--- config.mk ---
export PLATFORM = sky130hd
export DESIGN_NAME = multi_ported_sram_xor_fwd
export DESIGN_NICKNAME = d
export VERILOG_FILES = /design/src/rtl/multi_ported_sram_pkg.sv /design/src/rtl/dpsram.sv /design/src/rtl/multi_ported_sram_init_ctrl.sv /design/src/rtl/multi_ported_sram_xor_fwd.sv
export SDC_FILE = /design/constraint.sdc
export NUM_CORES = 2
export LEC_CHECK = 0
export ABC_CLOCK_PERIOD_IN_PS = 3060
export CORE_UTILIZATION = 52
export DETAILED_ROUTE_END_ITERATION = 8
export PLACE_DENSITY = 0.8
export SYNTH_ARGS = -nofsm -noshare
export SYNTH_HDL_FRONTEND = slang
export SYNTH_SLANG_ARGS = --single-unit
--- constraint.sdc ---
create_clock -name clk -period 3.06 [get_ports clk]
set_clock_uncertainty 0.2 [all_clocks]
set_input_delay 0.459 -clock clk [delete_from_list [all_inputs] [get_ports clk]]
set_output_delay 0.459 -clock clk [all_outputs]
set_load 0.005 [all_outputs]
--- src/rtl/multi_ported_sram_pkg.sv ---
// Shared types and constants for the XOR-based multi-ported SRAM.
// The pending-write record is sized by the default data width and depth.
package multi_ported_sram_pkg;

    localparam int DATA_W = 32;
    localparam int DEPTH  = 16;

    typedef enum logic [0:0] {
        IDLE = 1'b0,
        INIT = 1'b1
    } fsm_t;

    function automatic int addr_w(input int n);
        return $clog2(n);
    endfunction

    // Row inside column col that holds the copy read by writer rd_wr for its XOR operand.
    function automatic int wr_row(input int num_r, input int rd_wr, input int col);
        return (rd_wr < col) ? (num_r + rd_wr) : (num_r + rd_wr - 1);
    endfunction

    typedef struct packed {
        logic                     vld;
        logic [$clog2(DEPTH)-1:0] addr;
        logic [DATA_W-1:0]        data;
        logic [DATA_W-1:0]        col_val;
    } pending_wr_t;

endpackage

--- src/rtl/dpsram.sv ---
// Simple dual-port RAM bank: one synchronous write port, one asynchronous read port.
module dpsram #(
    parameter int W = 32,
    parameter int N = 16
) (
    input  logic                 clk,
    input  logic                 we,
    input  logic [$clog2(N)-1:0] waddr,
    input  logic [W-1:0]         wdata,
    input  logic [$clog2(N)-1:0] raddr,
    output logic [W-1:0]         rdata
);

    logic [W-1:0] mem_r [N];

    // Storage write
    always_ff @(posedge clk) begin
        if (we) begin
            mem_r[waddr] <= wdata;
        end
    end

    assign rdata = mem_r[raddr];

endmodule

--- src/rtl/multi_ported_sram_init_ctrl.sv ---
// Zero-fill sweep controller: IDLE/INIT FSM, address counter and busy flag.
module multi_ported_sram_init_ctrl
    import multi_ported_sram_pkg::*;
#(
    parameter int N             = DEPTH,
    parameter bit INIT_ON_RESET = 1'b1
) (
    input  logic                 clk,
    input  logic                 rst,
    input  logic                 init,
    output logic                 busy_w,
    output logic                 init_we,
    output logic [addr_w(N)-1:0] init_addr
);

    localparam int AW = addr_w(N);

    fsm_t          state_r;
    fsm_t          state_nxt_s;
    logic [AW-1:0] cnt_r;
    logic [AW-1:0] cnt_nxt_s;
    logic          start_r;

    // State, counter and one-shot start-after-reset flag
    always_ff @(posedge clk or negedge rst) begin
        if (!rst) begin
            state_r <= IDLE;
            cnt_r   <= {AW{1'b0}};
            start_r <= INIT_ON_RESET;
        end else begin
            state_r <= state_nxt_s;
            cnt_r   <= cnt_nxt_s;
            start_r <= 1'b0;
        end
    end

    // Next-state and sweep counter
    always_comb begin
        state_nxt_s = state_r;
        cnt_nxt_s   = cnt_r;
        case (state_r)
            IDLE: begin
                if (start_r || init) begin
                    state_nxt_s = INIT;
                    cnt_nxt_s   = {AW{1'b0}};
                end else begin
                    state_nxt_s = IDLE;
                end
            end
            INIT: begin
                if (cnt_r == AW'(N - 1)) begin
                    state_nxt_s = IDLE;
                    cnt_nxt_s   = {AW{1'b0}};
                end else begin
                    cnt_nxt_s = cnt_r + AW'(1);
                end
            end
            default: begin
                state_nxt_s = IDLE;
                cnt_nxt_s   = {AW{1'b0}};
            end
        endcase
    end

    assign busy_w    = (state_r == INIT);
    assign init_we   = busy_w;
    assign init_addr = cnt_r;

endmodule

--- src/rtl/multi_ported_sram_xor_fwd.sv ---
// XOR-based multi-ported SRAM: one bank column per writer, value = XOR of columns,
// with read/write forwarding from the pending-write stage and write arbitration.
module multi_ported_sram_xor_fwd
    import multi_ported_sram_pkg::*;
#(
    parameter int NUM_W         = 2,
    parameter int NUM_R         = 2,
    parameter int W             = DATA_W,
    parameter int N             = DEPTH,
    parameter bit INIT_ON_RESET = 1'b1
) (
    input  logic                       clk,
    input  logic                       rst,
    input  logic [NUM_R-1:0]           ren,
    input  logic [NUM_R*addr_w(N)-1:0] raddr,
    output logic [NUM_R*W-1:0]         rdata,
    output logic [NUM_R-1:0]           rvalid,
    input  logic [NUM_W-1:0]           wen,
    input  logic [NUM_W*addr_w(N)-1:0] waddr,
    input  logic [NUM_W*W-1:0]         wdata,
    output logic [NUM_W-1:0]           wr_conflict,
    input  logic                       init,
    output logic                       busy_w
);

    localparam int AW = addr_w(N);
    localparam int NB = NUM_R + NUM_W - 1;

    logic          init_we_s;
    logic [AW-1:0] init_addr_s;
    logic [W-1:0]  bank_q_s  [NUM_W][NB];
    logic [NUM_W-1:0] col_we_s;
    logic [AW-1:0] col_wa_s  [NUM_W];
    logic [W-1:0]  col_wd_s  [NUM_W];
    logic [W-1:0]  new_col_s [NUM_W];
    logic [W-1:0]  rd_val_s  [NUM_R];
    logic [NUM_W-1:0] win_s;
    logic [NUM_W-1:0] lose_s;
    pending_wr_t   pend_r    [NUM_W];

    multi_ported_sram_init_ctrl #(
        .N            (N),
        .INIT_ON_RESET(INIT_ON_RESET)
    ) u_init_ctrl (
        .clk      (clk),
        .rst      (rst),
        .init     (init),
        .busy_w   (busy_w),
        .init_we  (init_we_s),
        .init_addr(init_addr_s)
    );

    // Rows 0..NUM_R-1 serve the read ports; the remaining rows serve the other writers.
    for (genvar y = 0; y < NUM_W; y++) begin : g_col
        for (genvar b = 0; b < NB; b++) begin : g_bank
            logic [AW-1:0] ra_s;
            if (b < NUM_R) begin : g_rd
                assign ra_s = raddr[b*AW +: AW];
            end else begin : g_wr
                localparam int WR = ((b - NUM_R) < y) ? (b - NUM_R) : (b - NUM_R + 1);
                assign ra_s = waddr[WR*AW +: AW];
            end
            dpsram #(.W(W), .N(N)) u_bank (
                .clk  (clk),
                .we   (col_we_s[y]),
                .waddr(col_wa_s[y]),
                .wdata(col_wd_s[y]),
                .raddr(ra_s),
                .rdata(bank_q_s[y][b])
            );
        end
    end

    // Same-cycle address conflicts: the lowest-indexed writer wins
    always_comb begin
        win_s  = {NUM_W{1'b0}};
        lose_s = {NUM_W{1'b0}};
        for (int y = 0; y < NUM_W; y++) begin
            win_s[y] = wen[y] & ~busy_w;
            for (int x = 0; x < y; x++) begin
                win_s[y] = win_s[y] & ~(wen[x] & (waddr[x*AW +: AW] == waddr[y*AW +: AW]));
            end
            lose_s[y] = wen[y] & ~busy_w & ~win_s[y];
        end
    end

    // New column value; a pending column write to the same address supplies its operand
    always_comb begin
        for (int y = 0; y < NUM_W; y++) begin
            new_col_s[y] = wdata[y*W +: W];
            for (int x = 0; x < NUM_W; x++) begin
                if (x != y) begin
                    new_col_s[y] = new_col_s[y] ^
                        ((pend_r[x].vld && (pend_r[x].addr == waddr[y*AW +: AW])) ?
                         pend_r[x].col_val : bank_q_s[x][wr_row(NUM_R, y, x)]);
                end else begin
                    new_col_s[y] = new_col_s[y];
                end
            end
        end
    end

    // Pending-write stage and conflict flags
    always_ff @(posedge clk or negedge rst) begin
        if (!rst) begin
            for (int y = 0; y < NUM_W; y++) begin
                pend_r[y] <= {$bits(pending_wr_t){1'b0}};
            end
            wr_conflict <= {NUM_W{1'b0}};
        end else begin
            for (int y = 0; y < NUM_W; y++) begin
                pend_r[y].vld     <= win_s[y];
                pend_r[y].addr    <= waddr[y*AW +: AW];
                pend_r[y].data    <= wdata[y*W +: W];
                pend_r[y].col_val <= new_col_s[y];
            end
            wr_conflict <= lose_s;
        end
    end

    // Bank write ports: the zero-fill sweep overrides pending writes
    always_comb begin
        for (int y = 0; y < NUM_W; y++) begin
            col_we_s[y] = init_we_s | pend_r[y].vld;
            col_wa_s[y] = init_we_s ? init_addr_s : pend_r[y].addr;
            col_wd_s[y] = init_we_s ? {W{1'b0}} : pend_r[y].col_val;
        end
    end

    // Read value: XOR of the row, or the data of a pending write to that address
    always_comb begin
        for (int r = 0; r < NUM_R; r++) begin
            rd_val_s[r] = {W{1'b0}};
            for (int y = 0; y < NUM_W; y++) begin
                rd_val_s[r] = rd_val_s[r] ^ bank_q_s[y][r];
            end
            for (int y = 0; y < NUM_W; y++) begin
                rd_val_s[r] = (pend_r[y].vld && (pend_r[y].addr == raddr[r*AW +: AW])) ?
                              pend_r[y].data : rd_val_s[r];
            end
        end
    end

    // Registered read outputs; rdata holds while no read is accepted
    always_ff @(posedge clk or negedge rst) begin
        if (!rst) begin
            rvalid <= {NUM_R{1'b0}};
            rdata  <= {(NUM_R*W){1'b0}};
        end else begin
            for (int r = 0; r < NUM_R; r++) begin
                rvalid[r] <= ren[r] & ~busy_w;
                if (ren[r] && !busy_w) begin
                    rdata[r*W +: W] <= rd_val_s[r];
                end
            end
        end
    end

endmodule

# [Word level (Yosys, flattened, before mapping)]
# Memories as Yosys holds them, arrays and structs flattened.
# Index checks and enable logic that the tools add are counted.
[op_classes] mux=20 bitwise=16 n_eq_ne=9 reduce_logical=10 n_addsub=1
[op_table] operator="two-way mux 32 bit" n=8
[op_table] operator="XOR 32 bit" n=4
[op_table] operator="== test 4 bit" n=7
[op_table] operator="two-way mux 4 bit" n=4
[op_table] operator="logical AND 1 bit" n=8
[op_table] operator="case mux 4 bit (2 select lines)" n=1
[op_table] operator="AND 1 bit" n=7
[op_table] operator="two-way mux 1 bit" n=6
[op_table] operator="adder 4 x 1 -> 4 bit, second input constant" n=1
[op_table] operator="== test 4 bit, second input constant" n=1
[op_table] operator="inverter 1 bit" n=3
[op_table] operator="inequality test 2 x 1 -> 1 bit, second input constant" n=1
[op_table] operator="OR 1 bit" n=2
[op_table] operator="case mux 1 bit (2 select lines)" n=1
[op_table] operator="zero test 1 bit" n=1
[op_table] operator="logical OR 1 bit" n=1
[word_totals] ramBits=3072 output_inout_bits=69 register_bits=211 n_memories=6
[mem_list] name="g_col[0].g_bank[0].u_bank.mem_r" words=16 word_bits=32 rd=1 rd_ports_with_merged_regs=0 wr=1 line="dpsram.sv:14" rtl="logic [W-1:0] mem_r [N];"
[mem_list] name="g_col[0].g_bank[1].u_bank.mem_r" words=16 word_bits=32 rd=1 rd_ports_with_merged_regs=0 wr=1 line="dpsram.sv:14"
[mem_list] name="g_col[0].g_bank[2].u_bank.mem_r" words=16 word_bits=32 rd=1 rd_ports_with_merged_regs=0 wr=1 line="dpsram.sv:14"
[mem_list] name="g_col[1].g_bank[0].u_bank.mem_r" words=16 word_bits=32 rd=1 rd_ports_with_merged_regs=0 wr=1 line="dpsram.sv:14"
[mem_list] name="g_col[1].g_bank[1].u_bank.mem_r" words=16 word_bits=32 rd=1 rd_ports_with_merged_regs=0 wr=1 line="dpsram.sv:14"
[mem_list] name="g_col[1].g_bank[2].u_bank.mem_r" words=16 word_bits=32 rd=1 rd_ports_with_merged_regs=0 wr=1 line="dpsram.sv:14"

# [Depth between registers and ports, before layout]
[depth] depth_word=6 mapped_depth=10 ltp_nobuf=6

# [By module]
# From an unflattened synthesis, not the netlist that was laid out.
[unflattened] cells_unflattened=5704 area_unflattened_um2=125494.1
[modules_own_cells] mod="dpsram" area_per_inst_um2=19213.4 cells_per_inst=806 n_inst=6
[modules_own_cells] mod="multi_ported_sram_xor_fwd" area_per_inst_um2=9908.3 cells_per_inst=839 n_inst=1
[modules_own_cells] mod="multi_ported_sram_init_ctrl" area_per_inst_um2=305.3 cells_per_inst=29 n_inst=1

# [Worst setup path after synthesis]
# No wires, ideal clock.
[synth_path] path_kind="register to register" from="register u_init_ctrl.state_r (netlist: u_init_ctrl.busy_w)" to="memory g_col[0].g_bank[2].u_bank.mem_r[10][0], enable pin" arrival_time_ns=2.665 slack_ns=-0.237 path_stages_with_launch=6 setup_time_ns=0.432 synth_period_minus_slack_ns=3.297 path_cell_list="dfrtp_1 -> inv_1 -> clkbuf_1 -> nor3_1 -> a31oi_1 -> a21oi_1"
[synth_via] elab_chain_cells=3 word_cells_on_any_way=4
[synth_lines] element="start: declaration" line="multi_ported_sram_init_ctrl.sv:18" rtl="fsm_t state_r;"
[synth_lines] element="start signal: assignment" line="multi_ported_sram_init_ctrl.sv:31" rtl="state_r <= state_nxt_s;"
[synth_lines] element="OR 1 bit" line="multi_ported_sram_xor_fwd.sv:124" rtl="col_we_s[y] = init_we_s | pend_r[y].vld;"
[synth_lines] element="two-way mux 1 bit" line="dpsram.sv:18" rtl="if (we) begin"
[synth_lines] element="two-way mux 1 bit (not written as such)" line="dpsram.sv:19" rtl="mem_r[waddr] <= wdata;"
[synth_lines] element="end: declaration" line="dpsram.sv:14"
# Parallel ways exist; a longest one is shown, timed or not.

# [Worst setup path in the final report]
[layout_path] from="register u_init_ctrl.state_r (netlist: u_init_ctrl.busy_w)" to="output port busy_w"
[layout_lines] element="end: declaration" line="multi_ported_sram_xor_fwd.sv:23" rtl="output logic busy_w"
# No word-level cell between the ends.

==> results.py <==
metrics = {
    "detailed_routing": {
        "vias": 40910,
        "vias_per_cell": 7.331,
        "drc": 0,
        "ant_nets": 0,
        "wl_um": 201600,
        "initialDrtViolationCount": 6277,
        "drt_pass1_iterations": 9,
        "wl_per_cell_um": 36.13,
    },
    "cells_and_area": {
        "drive_above_1_share_pct": 35.05,
        "fill_cells": 8286,
        "regArea_um2": 36030,
        "multi_input_area_um2": 27020,
        "fin_cells": 5580,
        "final_common_cell": "edfxtp_1",
        "design_area_um2": 74350,
        "layout_common_cells": "edfxtp_1, mux4_2, buf_4",
        "area_growth_pct": 15.67,
        "final_nets": 3939,
    },
    "clock_network": {
        "ctsRootBufferMaster": "clkbuf_16",
        "clock_latency_ns": 0.76,
        "ctsHoldBuffers": 22,
        "clockBufferDepth": 3,
        "clkSinkCount": 1235,
        "postCtsSetupBuffers": 0,
        "cts_tree": "built",
        "post_cts_resized": 0,
        "cts_buffers": 119,
        "clk_pin_slew_ns": 0.07,
        "htreeDepth": 3,
    },
    "synth": {
        "async_reset_ff_share_pct": 17.09,
        "ys_ff_latch": 1235,
        "seq_area_frac_synth_pct": 56.05,
        "synth_top_flop_cell": "edfxtp_1",
        "avgSynthCellArea_um2": 18.14,
        "synth_edf_count": 1024,
        "yosys.cell_types.count": 42,
        "syn_inst": 3544,
        "netlist_area_um2": 64280,
        "yosys_warnings": 0,
    },
    "setup_path": {
        "cp-end-kind": "output port",
        "worstPathCellList": "buf_4 > clkdlybuf4s50_1",
        "crit_family": "buffers and inverters",
        "path_buf_inv": 2,
        "slowest_delay_ns": 0.59,
        "slowest_stage": "clkdlybuf4s50_1",
        "worst-setup-path-type": "reg -> out",
        "crit_fanout": 24,
        "startpoint_type": "flip-flop",
        "cp.required_ns": 2.40,
        "arrival_ns": 2.21,
    },
    "placed_design": {
        "io_buffers": 154,
        "post_dp_cell_area_um2": 70180,
        "place_congestion": 0.9156,
        "place_inst": 5333,
        "hpwl_um": 126800,
    },
    "grt": {
        "track_usage_pct": 32.48,
        "grt_start_max_net_pins": 61,
        "grt_pass1_vias": 41280,
        "grt_overflow": 0,
        "grt_pass1_wl_um": 290400,
        "antenna_found_initial": 2,
    },
    "job": {
        "drv_cap": 0,
    },
    "die": {
        "io_pins": 156,
        "core_area_um2": 122200,
        "die_w_um": 353.6,
        "start_util_pct": 52.60,
        "dieHeight_um": 353.6,
        "dieArea_um2": 125000,
        "rows": 128,
    },
    "sta": {
        "tightest_slew_ns": 1.138,
        "finalCriticalPeriod_ns": 2.869,
        "setup_violations": 0,
        "hold_ws_ns": 0.03037,
        "finalCritPeriodShare_pct": 93.76,
        "rsz0062_at_grt": "false",
        "finalHoldViolCount": 0,
        "maxSlewHeadroom_pct": 23.97,
        "final_max_slew_viol_count": 0,
        "max_freq_mhz": 348.6,
    },
    "power_and_ir_drop": {
        "power_mw": 54.15,
        "power_density_nw_per_um2": 728.3,
        "ir_drop_uv": 592.6,
        "p_leak_nw": 24.70,
    },
    "hold_path": {
        "min_path_type": "in -> reg",
    },
    "outcome": {
        "outcome": "finished clean",
    },
}
## final timing paths
| path | start | endpoint | slack, ns | cells past startpoint |
|---|---|---|---|---|
| setup reg to reg | u_init_ctrl.busy_w | g_col[1].g_bank[0].u_bank.mem_r[11][19] | 0.19 | 6 |
| hold reg to reg | rdata[37] | rdata[37] | 0.35 | 2 |
| max in group asynchronous | rst | pend_r[72] | 1.78 | 3 |
| min in group asynchronous | rst | pend_r[32] | 0.07 | 2 |
| setup / recovery | u_init_ctrl.busy_w | busy_w | 0.19 | 2 |
| hold / removal | wdata[17] | pend_r[118] | 0.03 | 1 |
## metal layers
layer | GRT usage, % | wire (um)
met1 | 42.92 | 66510
met2 | 48.02 | 90770
met3 | 9.191 | 29770
met4 | 20.03 | 14490
met5 | 0.3019 | 50
## cells in the mapped netlist (2+ instances only)
cell type,n,area (um2)
edfxtp_1,1024,30750
mux4_2,828,18650
dfrtp_1,210,5255
xnor2_1,185,1620
xor2_1,142,1244
a21oi_1,133,665.6
nand2_1,132,495.5
clkbuf_1,120,450.4
nor2_1,114,427.9
mux2i_1,104,1041
buf_2,101,505.5
nor2b_1,72,450.4
a211oi_1,66,495.5
a22oi_1,64,480.5
o221ai_1,62,543.0
o21ai_0,54,270.3
buf_1,35,131.4
buf_6,23,259.0
buf_4,18,135.1
a31oi_1,7,43.79
nor3_1,7,35.03
inv_1,6,22.52
nand3_1,5,25.02
a221oi_1,4,35.03
a221o_1,2,20.02
a41oi_1,2,17.52
and3_1,2,12.51
clkinv_1,2,7.510
nand2b_1,2,12.51
nor4_1,2,12.51
nor4_4,2,42.54
o31a_1,2,17.52
or2_2,2,12.51
or3_1,2,12.51
## layout make-up
type                    instances  share of cell area, %
clock buffers                 152                  4.367
clock inverters                72                 0.9407
repair buffers                482                  7.111
diodes                          1               0.003366
flip-flops and latches       1235                  48.46
multi-input cells            2005                  36.34
well taps                    1625                  2.735
inverters                       8                0.04039
## cell families after synthesis
family | after synthesis | synth area share, %
compound gates | 401 | 4.090
flops | 1235 | 56.05
other cells | 1 | 0.005834
simple gates | 342 | 2.394
xor+xnor | 327 | 4.456
mux | 932 | 30.63
fa+ha+maj | 1 | 0.01946
buf+inv | 305 | 2.351
## state kept, by name, indices dropped and copies added, names as in the netlist
| register | count |
|---|---|
| u_init_ctrl.start_r | 1 |
| g_col.g_bank.u_bank.mem_r | 1024 |
| pend_r | 138 |
| rdata | 64 |
| wr_conflict | 1 |
| rvalid | 2 |
| u_init_ctrl.init_addr | 4 |
| u_init_ctrl.busy_w | 1 |
## metrics by stage
stage / TNS, ns / setup slack [ns] / util [%]
floorplan: -18.10 / -0.2369 / -
global placement: 0 / 0.1632 / 57.43
detailed placement: 0 / 0.1652 / 57.43
CTS: 0 / 0.1871 / 60.84
global route: 0 / 0.1198 / 60.84
finish: 0 / 0.1911 / 60.85
## power breakdown
part / leakage (nW) / internal (mW) / total [mW] / switching [mW]
registers: 12.1 / 22.2 / 24.3 / 2.08
clock network: 1.90 / 8.43 / 15.1 / 6.65
logic: 10.7 / 6.67 / 14.8 / 8.13
(Power assumes the default switching activity.)
